==> src/rtl/ex_stage_pipe_if.sv <==
// Handshake and data bundle between operand-read, the execute stage, memory stage and IF redirect.
// master drives instructions and accepts results; slave is the execute stage itself.
interface ex_stage_pipe_if #(
    parameter int XLEN = 32
);
    logic            in_valid;
    logic            in_ready;
    logic [6:0]      in_op;
    logic [2:0]      in_funct3;
    logic            in_alt;
    logic            in_mext;
    logic [XLEN-1:0] in_n1;
    logic [XLEN-1:0] in_n2;
    logic [XLEN-1:0] in_imm;
    logic [XLEN-1:0] in_tgt;
    logic [4:0]      in_rd;
    logic            in_we;
    logic            in_epoch;
    logic            out_valid;
    logic            out_ready;
    logic [XLEN-1:0] out_res;
    logic [4:0]      out_rd;
    logic            out_we;
    logic [4:0]      out_mem_e;
    logic [XLEN-1:0] out_mem_data;
    logic            out_illegal;
    logic            redir_valid;
    logic [XLEN-1:0] redir_pc;
    logic            redir_ack;
    logic            epoch;

    modport master (
        output in_valid, in_op, in_funct3, in_alt, in_mext, in_n1, in_n2, in_imm,
               in_tgt, in_rd, in_we, in_epoch, out_ready, redir_ack,
        input  in_ready, out_valid, out_res, out_rd, out_we, out_mem_e, out_mem_data,
               out_illegal, redir_valid, redir_pc, epoch
    );

    modport slave (
        input  in_valid, in_op, in_funct3, in_alt, in_mext, in_n1, in_n2, in_imm,
               in_tgt, in_rd, in_we, in_epoch, out_ready, redir_ack,
        output in_ready, out_valid, out_res, out_rd, out_we, out_mem_e, out_mem_data,
               out_illegal, redir_valid, redir_pc, epoch
    );
endinterface

==> src/rtl/ex_stage_pipe.sv <==
// Registered RV32I/RV64I execute stage: ALU, branch/jump resolution, load/store request build.
// Define EX_MUL_EN to add single-cycle MUL/MULH/MULHSU/MULHU; otherwise M-extension ops are illegal.
module ex_stage_pipe #(
    parameter  int XLEN = 32,
    localparam int SHW  = $clog2(XLEN)
) (
    input logic          clk,
    input logic          rst,
    ex_stage_pipe_if.slave bus
);
    localparam logic [6:0] OP_LUI   = 7'b0110111;
    localparam logic [6:0] OP_AUIPC = 7'b0010111;
    localparam logic [6:0] OP_REG   = 7'b0110011;
    localparam logic [6:0] OP_IMM   = 7'b0010011;
    localparam logic [6:0] OP_JAL   = 7'b1101111;
    localparam logic [6:0] OP_JALR  = 7'b1100111;
    localparam logic [6:0] OP_BR    = 7'b1100011;
    localparam logic [6:0] OP_STORE = 7'b0100011;
    localparam logic [6:0] OP_LOAD  = 7'b0000011;

    localparam logic [0:0] RUN   = 1'b0;
    localparam logic [0:0] REDIR = 1'b1;

    logic [0:0]             state_q, state_d;
    logic                   out_valid_q, out_valid_d;
    logic [XLEN-1:0]        out_res_q;
    logic [4:0]             out_rd_q;
    logic                   out_we_q;
    logic [4:0]             out_mem_e_q;
    logic [XLEN-1:0]        out_mem_data_q;
    logic                   out_illegal_q;
    logic                   redir_valid_q, redir_valid_d;
    logic [XLEN-1:0]        redir_pc_q, redir_pc_d;
    logic                   epoch_q, epoch_d;

    logic [XLEN-1:0]        n1, n2;
    logic signed [XLEN-1:0] n1_s, n2_s;
    logic [SHW-1:0]         sh;
    logic [2:0]             f3;
    logic [XLEN-1:0]        jalr_sum;
    logic                   in_ready, accept, live;

    logic [XLEN-1:0]        res_d, mem_data_d, tgt_d;
    logic [4:0]             mem_e_d;
    logic                   we_d, illegal_d, taken;

    assign n1       = bus.in_n1;
    assign n2       = bus.in_n2;
    assign n1_s     = bus.in_n1;
    assign n2_s     = bus.in_n2;
    assign sh       = bus.in_n2[SHW-1:0];
    assign f3       = bus.in_funct3;
    assign jalr_sum = bus.in_tgt + n1;

    assign in_ready = (state_q == RUN) && (!out_valid_q || bus.out_ready);
    assign accept   = bus.in_valid && in_ready;
    // Wrong-path instructions still consume the handshake but never reach the output register.
    assign live     = accept && (bus.in_epoch == epoch_q);

`ifdef EX_MUL_EN
    logic                   mul_sa, mul_sb;
    logic [2*XLEN-1:0]      mul_a, mul_b, mul_p;

    assign mul_sa = (f3 == 3'b001) || (f3 == 3'b010);
    assign mul_sb = (f3 == 3'b001);
    assign mul_a  = {{XLEN{mul_sa & n1[XLEN-1]}}, n1};
    assign mul_b  = {{XLEN{mul_sb & n2[XLEN-1]}}, n2};
    assign mul_p  = mul_a * mul_b;
`endif

    always_comb begin
        res_d      = '0;
        we_d       = 1'b0;
        mem_e_d    = '0;
        mem_data_d = '0;
        illegal_d  = 1'b0;
        taken      = 1'b0;
        tgt_d      = bus.in_tgt;
        case (bus.in_op)
            OP_LUI, OP_AUIPC: begin
                res_d = n2;
                we_d  = bus.in_we;
            end
            OP_REG, OP_IMM: begin
                if ((bus.in_op == OP_REG) && bus.in_mext) begin
`ifdef EX_MUL_EN
                    if (f3[2]) begin
                        illegal_d = 1'b1;
                    end else begin
                        res_d = (f3 == 3'b000) ? mul_p[XLEN-1:0] : mul_p[2*XLEN-1:XLEN];
                        we_d  = bus.in_we;
                    end
`else
                    illegal_d = 1'b1;
`endif
                end else begin
                    we_d = bus.in_we;
                    case (f3)
                        3'b000:  res_d = ((bus.in_op == OP_REG) && bus.in_alt) ? n1 - n2 : n1 + n2;
                        3'b001:  res_d = n1 << sh;
                        3'b010:  res_d = XLEN'(n1_s < n2_s);
                        3'b011:  res_d = XLEN'(n1 < n2);
                        3'b100:  res_d = n1 ^ n2;
                        3'b101:  res_d = bus.in_alt ? XLEN'(n1_s >>> sh) : n1 >> sh;
                        3'b110:  res_d = n1 | n2;
                        default: res_d = n1 & n2;
                    endcase
                end
            end
            OP_JAL: begin
                res_d = n2;
                we_d  = bus.in_we;
                taken = 1'b1;
            end
            OP_JALR: begin
                res_d = n2;
                we_d  = bus.in_we;
                taken = 1'b1;
                tgt_d = {jalr_sum[XLEN-1:1], 1'b0};
            end
            OP_BR: begin
                case (f3)
                    3'b000:  taken = (n1 == n2);
                    3'b001:  taken = (n1 != n2);
                    3'b100:  taken = (n1_s < n2_s);
                    3'b101:  taken = !(n1_s < n2_s);
                    3'b110:  taken = (n1 < n2);
                    3'b111:  taken = !(n1 < n2);
                    default: illegal_d = 1'b1;
                endcase
            end
            OP_STORE: begin
                if (f3 == 3'b000 || f3 == 3'b001 || f3 == 3'b010) begin
                    res_d      = n1 + bus.in_imm;
                    mem_data_d = n2;
                    mem_e_d    = {1'b1, (f3[1] ? 2'b11 : {1'b0, f3[0]}), 1'b1, 1'b0};
                end else begin
                    illegal_d = 1'b1;
                end
            end
            OP_LOAD: begin
                if (f3 == 3'b000 || f3 == 3'b001 || f3 == 3'b010 ||
                    f3 == 3'b100 || f3 == 3'b101) begin
                    res_d   = n1 + n2;
                    we_d    = bus.in_we;
                    mem_e_d = {1'b1, (f3[1] ? 2'b11 : {1'b0, f3[0]}), 1'b0, f3[2]};
                end else begin
                    illegal_d = 1'b1;
                end
            end
            default: illegal_d = 1'b1;
        endcase
    end

    always_comb begin
        state_d       = state_q;
        redir_valid_d = redir_valid_q;
        redir_pc_d    = redir_pc_q;
        epoch_d       = epoch_q;
        out_valid_d   = out_valid_q;
        if (live) begin
            out_valid_d = 1'b1;
        end else if (bus.out_ready) begin
            out_valid_d = 1'b0;
        end
        // A taken redirect can only be accepted in RUN, so the two branches never overlap.
        if (live && taken) begin
            state_d       = REDIR;
            redir_valid_d = 1'b1;
            redir_pc_d    = tgt_d;
            epoch_d       = ~epoch_q;
        end else if ((state_q == REDIR) && bus.redir_ack) begin
            state_d       = RUN;
            redir_valid_d = 1'b0;
        end
    end

    always_ff @(posedge clk) begin
        if (rst) begin
            state_q        <= RUN;
            out_valid_q    <= 1'b0;
            out_res_q      <= '0;
            out_rd_q       <= '0;
            out_we_q       <= 1'b0;
            out_mem_e_q    <= '0;
            out_mem_data_q <= '0;
            out_illegal_q  <= 1'b0;
            redir_valid_q  <= 1'b0;
            redir_pc_q     <= '0;
            epoch_q        <= 1'b0;
        end else begin
            state_q       <= state_d;
            out_valid_q   <= out_valid_d;
            redir_valid_q <= redir_valid_d;
            redir_pc_q    <= redir_pc_d;
            epoch_q       <= epoch_d;
            if (live) begin
                out_res_q      <= res_d;
                out_rd_q       <= bus.in_rd;
                out_we_q       <= we_d;
                out_mem_e_q    <= mem_e_d;
                out_mem_data_q <= mem_data_d;
                out_illegal_q  <= illegal_d;
            end
        end
    end

    assign bus.in_ready     = in_ready;
    assign bus.out_valid    = out_valid_q;
    assign bus.out_res      = out_res_q;
    assign bus.out_rd       = out_rd_q;
    assign bus.out_we       = out_we_q;
    assign bus.out_mem_e    = out_mem_e_q;
    assign bus.out_mem_data = out_mem_data_q;
    assign bus.out_illegal  = out_illegal_q;
    assign bus.redir_valid  = redir_valid_q;
    assign bus.redir_pc     = redir_pc_q;
    assign bus.epoch        = epoch_q;
endmodule
==> src/flat_wrapper.sv <==
// flat-port wrapper written by rule: the top's interface ports become plain ports
module ex_stage_pipe_flat 
#(
    parameter  int XLEN = 32,
    localparam int SHW  = $clog2(XLEN)
)
  (clk, rst, bus_in_valid, bus_in_op, bus_in_funct3, bus_in_alt, bus_in_mext, bus_in_n1, bus_in_n2, bus_in_imm, bus_in_tgt, bus_in_rd, bus_in_we, bus_in_epoch, bus_out_ready, bus_redir_ack, bus_in_ready, bus_out_valid, bus_out_res, bus_out_rd, bus_out_we, bus_out_mem_e, bus_out_mem_data, bus_out_illegal, bus_redir_valid, bus_redir_pc, bus_epoch);
  ex_stage_pipe_if #(.XLEN(XLEN)) bus_i ();
  input logic clk;
  input logic rst;
  input wire logic [$bits(bus_i.in_valid)-1:0] bus_in_valid;
  input wire logic [$bits(bus_i.in_op)-1:0] bus_in_op;
  input wire logic [$bits(bus_i.in_funct3)-1:0] bus_in_funct3;
  input wire logic [$bits(bus_i.in_alt)-1:0] bus_in_alt;
  input wire logic [$bits(bus_i.in_mext)-1:0] bus_in_mext;
  input wire logic [$bits(bus_i.in_n1)-1:0] bus_in_n1;
  input wire logic [$bits(bus_i.in_n2)-1:0] bus_in_n2;
  input wire logic [$bits(bus_i.in_imm)-1:0] bus_in_imm;
  input wire logic [$bits(bus_i.in_tgt)-1:0] bus_in_tgt;
  input wire logic [$bits(bus_i.in_rd)-1:0] bus_in_rd;
  input wire logic [$bits(bus_i.in_we)-1:0] bus_in_we;
  input wire logic [$bits(bus_i.in_epoch)-1:0] bus_in_epoch;
  input wire logic [$bits(bus_i.out_ready)-1:0] bus_out_ready;
  input wire logic [$bits(bus_i.redir_ack)-1:0] bus_redir_ack;
  output wire logic [$bits(bus_i.in_ready)-1:0] bus_in_ready;
  output wire logic [$bits(bus_i.out_valid)-1:0] bus_out_valid;
  output wire logic [$bits(bus_i.out_res)-1:0] bus_out_res;
  output wire logic [$bits(bus_i.out_rd)-1:0] bus_out_rd;
  output wire logic [$bits(bus_i.out_we)-1:0] bus_out_we;
  output wire logic [$bits(bus_i.out_mem_e)-1:0] bus_out_mem_e;
  output wire logic [$bits(bus_i.out_mem_data)-1:0] bus_out_mem_data;
  output wire logic [$bits(bus_i.out_illegal)-1:0] bus_out_illegal;
  output wire logic [$bits(bus_i.redir_valid)-1:0] bus_redir_valid;
  output wire logic [$bits(bus_i.redir_pc)-1:0] bus_redir_pc;
  output wire logic [$bits(bus_i.epoch)-1:0] bus_epoch;
  assign bus_i.in_valid = bus_in_valid;
  assign bus_i.in_op = bus_in_op;
  assign bus_i.in_funct3 = bus_in_funct3;
  assign bus_i.in_alt = bus_in_alt;
  assign bus_i.in_mext = bus_in_mext;
  assign bus_i.in_n1 = bus_in_n1;
  assign bus_i.in_n2 = bus_in_n2;
  assign bus_i.in_imm = bus_in_imm;
  assign bus_i.in_tgt = bus_in_tgt;
  assign bus_i.in_rd = bus_in_rd;
  assign bus_i.in_we = bus_in_we;
  assign bus_i.in_epoch = bus_in_epoch;
  assign bus_i.out_ready = bus_out_ready;
  assign bus_i.redir_ack = bus_redir_ack;
  assign bus_in_ready = bus_i.in_ready;
  assign bus_out_valid = bus_i.out_valid;
  assign bus_out_res = bus_i.out_res;
  assign bus_out_rd = bus_i.out_rd;
  assign bus_out_we = bus_i.out_we;
  assign bus_out_mem_e = bus_i.out_mem_e;
  assign bus_out_mem_data = bus_i.out_mem_data;
  assign bus_out_illegal = bus_i.out_illegal;
  assign bus_redir_valid = bus_i.redir_valid;
  assign bus_redir_pc = bus_i.redir_pc;
  assign bus_epoch = bus_i.epoch;
  ex_stage_pipe #(.XLEN(XLEN)) u_core (.clk(clk), .rst(rst), .bus(bus_i));
endmodule
==> config.mk <==
export PLATFORM = sky130hd
export DESIGN_NAME = ex_stage_pipe_flat
export DESIGN_NICKNAME = d
export VERILOG_FILES = /design/src/rtl/ex_stage_pipe_if.sv /design/src/rtl/ex_stage_pipe.sv /design/src/flat_wrapper.sv
export SDC_FILE = /design/constraint.sdc
export NUM_CORES = 1
export LEC_CHECK = 0
export CELL_PAD_IN_SITES_DETAIL_PLACEMENT = 0
export CELL_PAD_IN_SITES_GLOBAL_PLACEMENT = 1
export CORE_MARGIN = 2
export CORE_UTILIZATION = 44
export CTS_CLUSTER_DIAMETER = 150
export DETAILED_ROUTE_END_ITERATION = 6
export DONT_BUFFER_PORTS = 1
export GPL_ROUTABILITY_DRIVEN = 0
export PLACE_DENSITY_LB_ADDON = 0.2
export RECOVER_POWER = 100
export REMOVE_ABC_BUFFERS = 1
export SLEW_MARGIN = 20
export SYNTH_ARGS = -nofsm -noshare
export SYNTH_HDL_FRONTEND = slang
export SYNTH_SLANG_ARGS = --single-unit
==> constraint.sdc <==
create_clock -name clk -period 4.95 [get_ports clk]
set_input_delay 1.2375 -clock clk [delete_from_list [all_inputs] [get_ports clk]]
set_output_delay 1.2375 -clock clk [all_outputs]
set_load 0.01 [all_outputs]
# Yosys cells after proc, flatten, opt, wreduce, memory -nomap -nowiden
# Index checks and enable logic that the tools add are counted.
[classes]
n_bitwise = 5
reduce_logical = 22
n_eq_ne = 19
mux = 28
n_shift = 3
magnitude_cmp = 2
addsub = 4
[op_table]
columns = ["cell", "count"]
rows = [
  ["two-way mux 32 bit", 8],
  ["case mux 32 bit (7 select lines)", 1],
  ["case mux 32 bit (4 select lines)", 1],
  ["adder 32 bit", 3],
  ["< comparator 32 bit", 2],
  ["AND 32 bit", 1],
  ["equality test 32 bit", 1],
  ["!= test 32 bit", 1],
  ["OR 32 bit", 1],
  ["<< shifter 32 x 5 -> 32 bit", 1],
  [">> shifter 32 x 5 -> 32 bit", 1],
  [">>> shifter 32 x 5 -> 32 bit", 1],
  ["subtractor 32 bit", 1],
  ["XOR 32 bit", 1],
  ["equality test 7 x 6 -> 1 bit (second input constant)", 3],
  ["equality test 7 bit (second input constant)", 3],
  ["equality test 7 x 5 -> 1 bit (second input constant)", 2],
  ["equality test 3 bit (second input constant)", 4],
  ["two-way mux 1 bit", 10],
  ["two-way mux 5 bit", 2],
  ["case mux 5 bit (2 select lines)", 1],
  ["equality test 7 x 2 -> 1 bit (second input constant)", 1],
  ["logical AND 1 bit", 7],
  ["equality test 3 x 2 -> 1 bit (second input constant)", 2],
  ["other kinds (15)", 24],
]
[totals]
elab_cells = 93
register_bits = 111

# Logic depth before layout (Yosys ltp)
[depth]
depth_word = 7
depth_mapped = 18
depth_no_buf = 13

# Worst setup path after synthesis
# Ideal clock, no wire load.
[synth_timing]
kind = "input-to-reg"
start = "input bus_in_n2[2]"
end = "register u_core.out_res_q[27] (netlist: u_core.bus.out_res[27])"
setup_slack_ns = 0.044
path_buffers = 4
arrival_ns = 4.781
required_ns = 4.825
path_stages = 16
cell_sequence = "clkinv_1 -> buf_1 -> buf_2 -> clkbuf_1 -> ha_1 -> buf_4 -> o21ai_1 -> o21ai_1 -> a31oi_2 -> o31ai_4 -> a211oi_4 -> a31oi_4 -> a211oi_1 -> a211o_1 -> a21oi_1 -> o41a_1"
[synth_via]
elab_chain_len = 5
[synth_rtl]
columns = ["item", "line", "source"]
rows = [
  ["start, declared", "flat_wrapper.sv:17", "input wire logic [$bits(bus_i.in_n2)-1:0] bus_in_n2;"],
  ["adder 32 bit, or another cell as far along", "ex_stage_pipe.sv:99, ex_stage_pipe.sv:144", ""],
  ["two-way mux 32 bit, on equally long branches", "ex_stage_pipe.sv:99, ex_stage_pipe.sv:104", ""],
  ["case mux 32 bit (7 select lines)", "ex_stage_pipe.sv:98", "case (f3)"],
  ["two-way mux 32 bit", "ex_stage_pipe.sv:85", "if ((bus.in_op == OP_REG) && bus.in_mext) begin"],
  ["case mux 32 bit (4 select lines) (*)", "ex_stage_pipe.sv:79", "case (bus.in_op)"],
  ["end signal, assigned", "ex_stage_pipe.sv:198", "out_res_q <= res_d;"],
  ["end, declared", "ex_stage_pipe.sv:26", "logic [XLEN-1:0] out_res_q;"],
]
# Every way passes the cells marked *; elsewhere a longest branch is shown, timed or not.
# A chain may end at the register's enable or synchronous reset.

# Final worst setup path
[layout_timing]
start = "input bus_in_n2[5]"
end = "register u_core.out_res_q[30] (netlist: u_core.bus.out_res[30])"
[layout_via]
elab_chain_len = 5
[layout_rtl]
columns = ["item", "line", "source"]
rows = [
  ["adder 32 bit / subtractor 32 bit (equally long branches)", "ex_stage_pipe.sv:99, ex_stage_pipe.sv:144", ""],
  ["two-way mux 32 bit", "ex_stage_pipe.sv:99", "3'b000: res_d = ((bus.in_op == OP_REG) && bus.in_alt) ? n1 - n2 : n1 + n2;"],
  ["case mux 32 bit (7 select lines)", "ex_stage_pipe.sv:98", ""],
  ["two-way mux 32 bit", "ex_stage_pipe.sv:85", ""],
  ["case mux 32 bit (4 select lines) (*)", "ex_stage_pipe.sv:79", ""],
]
# Marks and branches as above.

==> impl_metrics.yaml <==
finish:
  drive_gt1_share_pct: 8.34
  post-route-cell-area_mm2: 0.0180
  area.growth.synth_to_final_pct: 4.44
  finalNetCount: 2550
  most-common-layout-cells: "sky130_fd_sc_hd__a21oi_1, sky130_fd_sc_hd__nand2_1, sky130_fd_sc_hd__nor2_1, sky130_fd_sc_hd__ha_1, sky130_fd_sc_hd__o21ai_0"
  layout_commonest_cell: "sky130_fd_sc_hd__a21oi_1"
global_route:
  gr-usage-all-layers_pct: 35.9
  first_global_vias: 18000
  grt_remaining_overflow: 0
  grt_max_degree: 113
  wire_length_of_the_first_global_routing_pass_mm: 112
  grt_antenna_before_repair: 3
flow_run:
  max_cap_violations: 1
die:
  io_pins: 264
  initial_utilization_pct: 44.5
  fp.dieArea_mm2: 0.0407
  placeableCoreArea_mm2: 0.0386
  die_y_um: 202
  std_cell_rows: 72
  die_x_um: 202
synth:
  postSynth.topFlopCell: "sky130_fd_sc_hd__dfxtp_1"
  yosys.area.top_type: "sky130_fd_sc_hd__dfxtp_1"
  synthDominantCellAreaShare_pct: 12.9
  syn_area_per_cell_um2: 7.39
  synth_area_leaders: "sky130_fd_sc_hd__dfxtp_1, sky130_fd_sc_hd__ha_1, sky130_fd_sc_hd__mux4_2, sky130_fd_sc_hd__a21oi_1, sky130_fd_sc_hd__nand2_1"
  post_synth_num_cell_types: 95
  synth-seq-area-share_pct: 12.9
  cells_after_synth: 2328
  number_of_enable_flip_flop_cells_after_synthesis: 0
  yosys_warnings: 0
  netlist_area_mm2: 0.0172
  synth-seq-cells: 111
  asyncSetResetFlopFracSynth_pct: 0
sta:
  post-route-min-period_ns: 4.53
  fin_skew_ns: 0.0128
  timing.hold.ws_ns: 0.496
  worst_slew_pin_slew_ns: 1.48
  setup_total_negative_slack_ns: 0
  max-slew-margin-rel_pct: 1.21
  fraction_of_the_cycle_the_final_worst_path_needs_pct: 91.4
  setup_viol: 0
  max_freq_mhz: 221
  timing_hold_violations_final: 0
  slew_viol_final: 0
  grt_setup_unrepaired: "no"
critical_path:
  worst_ep_arrival_time_ns: 4.87
  endpoint_kind: "register"
  critical_path_peak_fanout: 11
  crit_required_ns: 5.29
  setup.reg_to_reg.worst_slack_ns: 1.32
  worst-setup-path-type: "in2reg"
  setup.worst_path.start_class: "input pin"
power:
  irDropWorstVdd_mv: 0.192
  p_leak_uw: 0.00703
  powerDensity_mw_per_mm2: 185
placement:
  place.port_buffers: 0
  dpl_cell_area_mm2: 0.0177
  dpl.hpwl_mm: 55.7
route:
  detailedRoute.firstPassIterationCount: 6
  via_count: 19000
  first_iteration_detailed_routing_drc_count: 2583
  post_detailed_route_count_of_antenna_violating_nets: 0
  drt-wirelength-per-cell_um: 27.1
  wire_length_after_detailed_routing_mm: 74.8
  detail_route.drc_violations: 0
  vias_per_cell: 6.89
clocking:
  clk_transition_reported_paths_ns: 0.09
  cts_made_buffers: 9
  cts_setup_buffers: 0
  cts_tree: "done"
  cts_hold_repair.buffers: 0
  clock_latency_ns: 0.42
  post_cts_resize_count: 0
  root_buffer_selected_by_cts: "sky130_fd_sc_hd__clkbuf_16"
  ctsLongestPathBuffers: 2
  h-tree-depth: 3
  clock_sink_count: 111
outcome:
  status: "finished with violations"
  violations: "max-capacitance violations"
worst_hold_path:
  hold_class: "reg2reg"
-- cells by family after synthesis --
logic type | count (synthesis) | synth area share (%)
AND/OR/NAND/NOR | 701 | 18.4
XOR/XNOR | 97 | 4.94
multiplexers | 118 | 11.8
AO/OA/AOI/OAI | 853 | 33.1
adder cells (fa/ha/maj) | 162 | 12.0
buffers and inverters | 286 | 6.85
flip-flops | 111 | 12.9
-- state kept, by name (all words and copies together), names as in the netlist --
register / count
u_core.state_q: 1
u_core.bus.out_valid: 1
u_core.bus.out_rd: 5
u_core.bus.out_illegal: 1
u_core.bus.out_res: 32
u_core.bus.redir_pc: 32
u_core.bus.out_mem_data: 32
u_core.bus.epoch: 1
u_core.bus.out_mem_e: 5
u_core.bus.out_we: 1
-- power breakdown --
group	internal, uW	switching, uW
sequential	896	5.04
combinational	612	936
clock	449	420
-- final cells by class --
cell class / count / area [um^2]
tap: 518 / 648
clock buffer: 9 / 225
antenna: 1 / 2.50
clock inverter: 7 / 103
multi-input combinational: 1931 / 13800
inverter: 113 / 424
timing repair buffer: 70 / 539
fill: 3908 / 20700
sequential: 111 / 2220
-- cells in the mapped netlist, drive strengths merged, types with 14 or more instances --
master	number
mux4	68
clkbuf	118
and2	17
o22ai	14
xor2	37
mux2i	48
o211ai	36
nand3	72
buf	55
o21a	17
nor2b	19
dfxtp	111
o31ai	20
or3	15
nor2	217
ha	158
a222oi	23
nand4	16
a31oi	27
a211oi	28
a22oi	16
a21o	45
nor3	51
xnor2	60
a21boi	19
nand2b	22
nand2	232
o221ai	17
inv	110
a21oi	278
a221oi	25
a311oi	24
o21bai	24
o21ai	152
-- worst max-delay path, stage by stage --
cell and delay, ns:
sky130_fd_sc_hd__inv_1 0.04, sky130_fd_sc_hd__ha_1 0.46, sky130_fd_sc_hd__a2111o_1 0.44, sky130_fd_sc_hd__o21ai_0 0.71, sky130_fd_sc_hd__o21a_1 0.33, sky130_fd_sc_hd__o31ai_1 0.20
sky130_fd_sc_hd__buf_4 0.18, sky130_fd_sc_hd__a211o_1 0.32, sky130_fd_sc_hd__a21bo_1 0.23, sky130_fd_sc_hd__a221oi_1 0.30, sky130_fd_sc_hd__o22ai_1 0.17, sky130_fd_sc_hd__a211oi_1 0.24
-- stage by stage --
stage	cells	worst slack [ns]	power, uW	util (%)
finish	2760	0.425	3320	46.5
global route	2760	0.233	3480	46.5
CTS	2759	0.654	3300	46.6
global placement	2743	0.272	2410	45.7
detailed placement	2743	0.231	2420	45.7
floorplan	2155	-1.22	2010	-
-- per-layer routing --
layer / share of wire (%) / global-route usage (%)
met1: 41 / 47.0
met2: 45 / 57.1
met3: 11 / 8.57
met4: 3.6 / 13.4
met5: 0.041 / 0
-- final timing paths --
kind,to,from,cells after the start
max,u_core.bus.out_res[30],bus_in_n2[5],12
min,u_core.bus.out_mem_data[18],u_core.bus.out_mem_data[18],2
max reg2reg,u_core.bus.out_res[12],u_core.bus.out_valid,8
min reg2reg,u_core.bus.out_mem_data[18],u_core.bus.out_mem_data[18],2
Power figures use the tool's default switching activity.
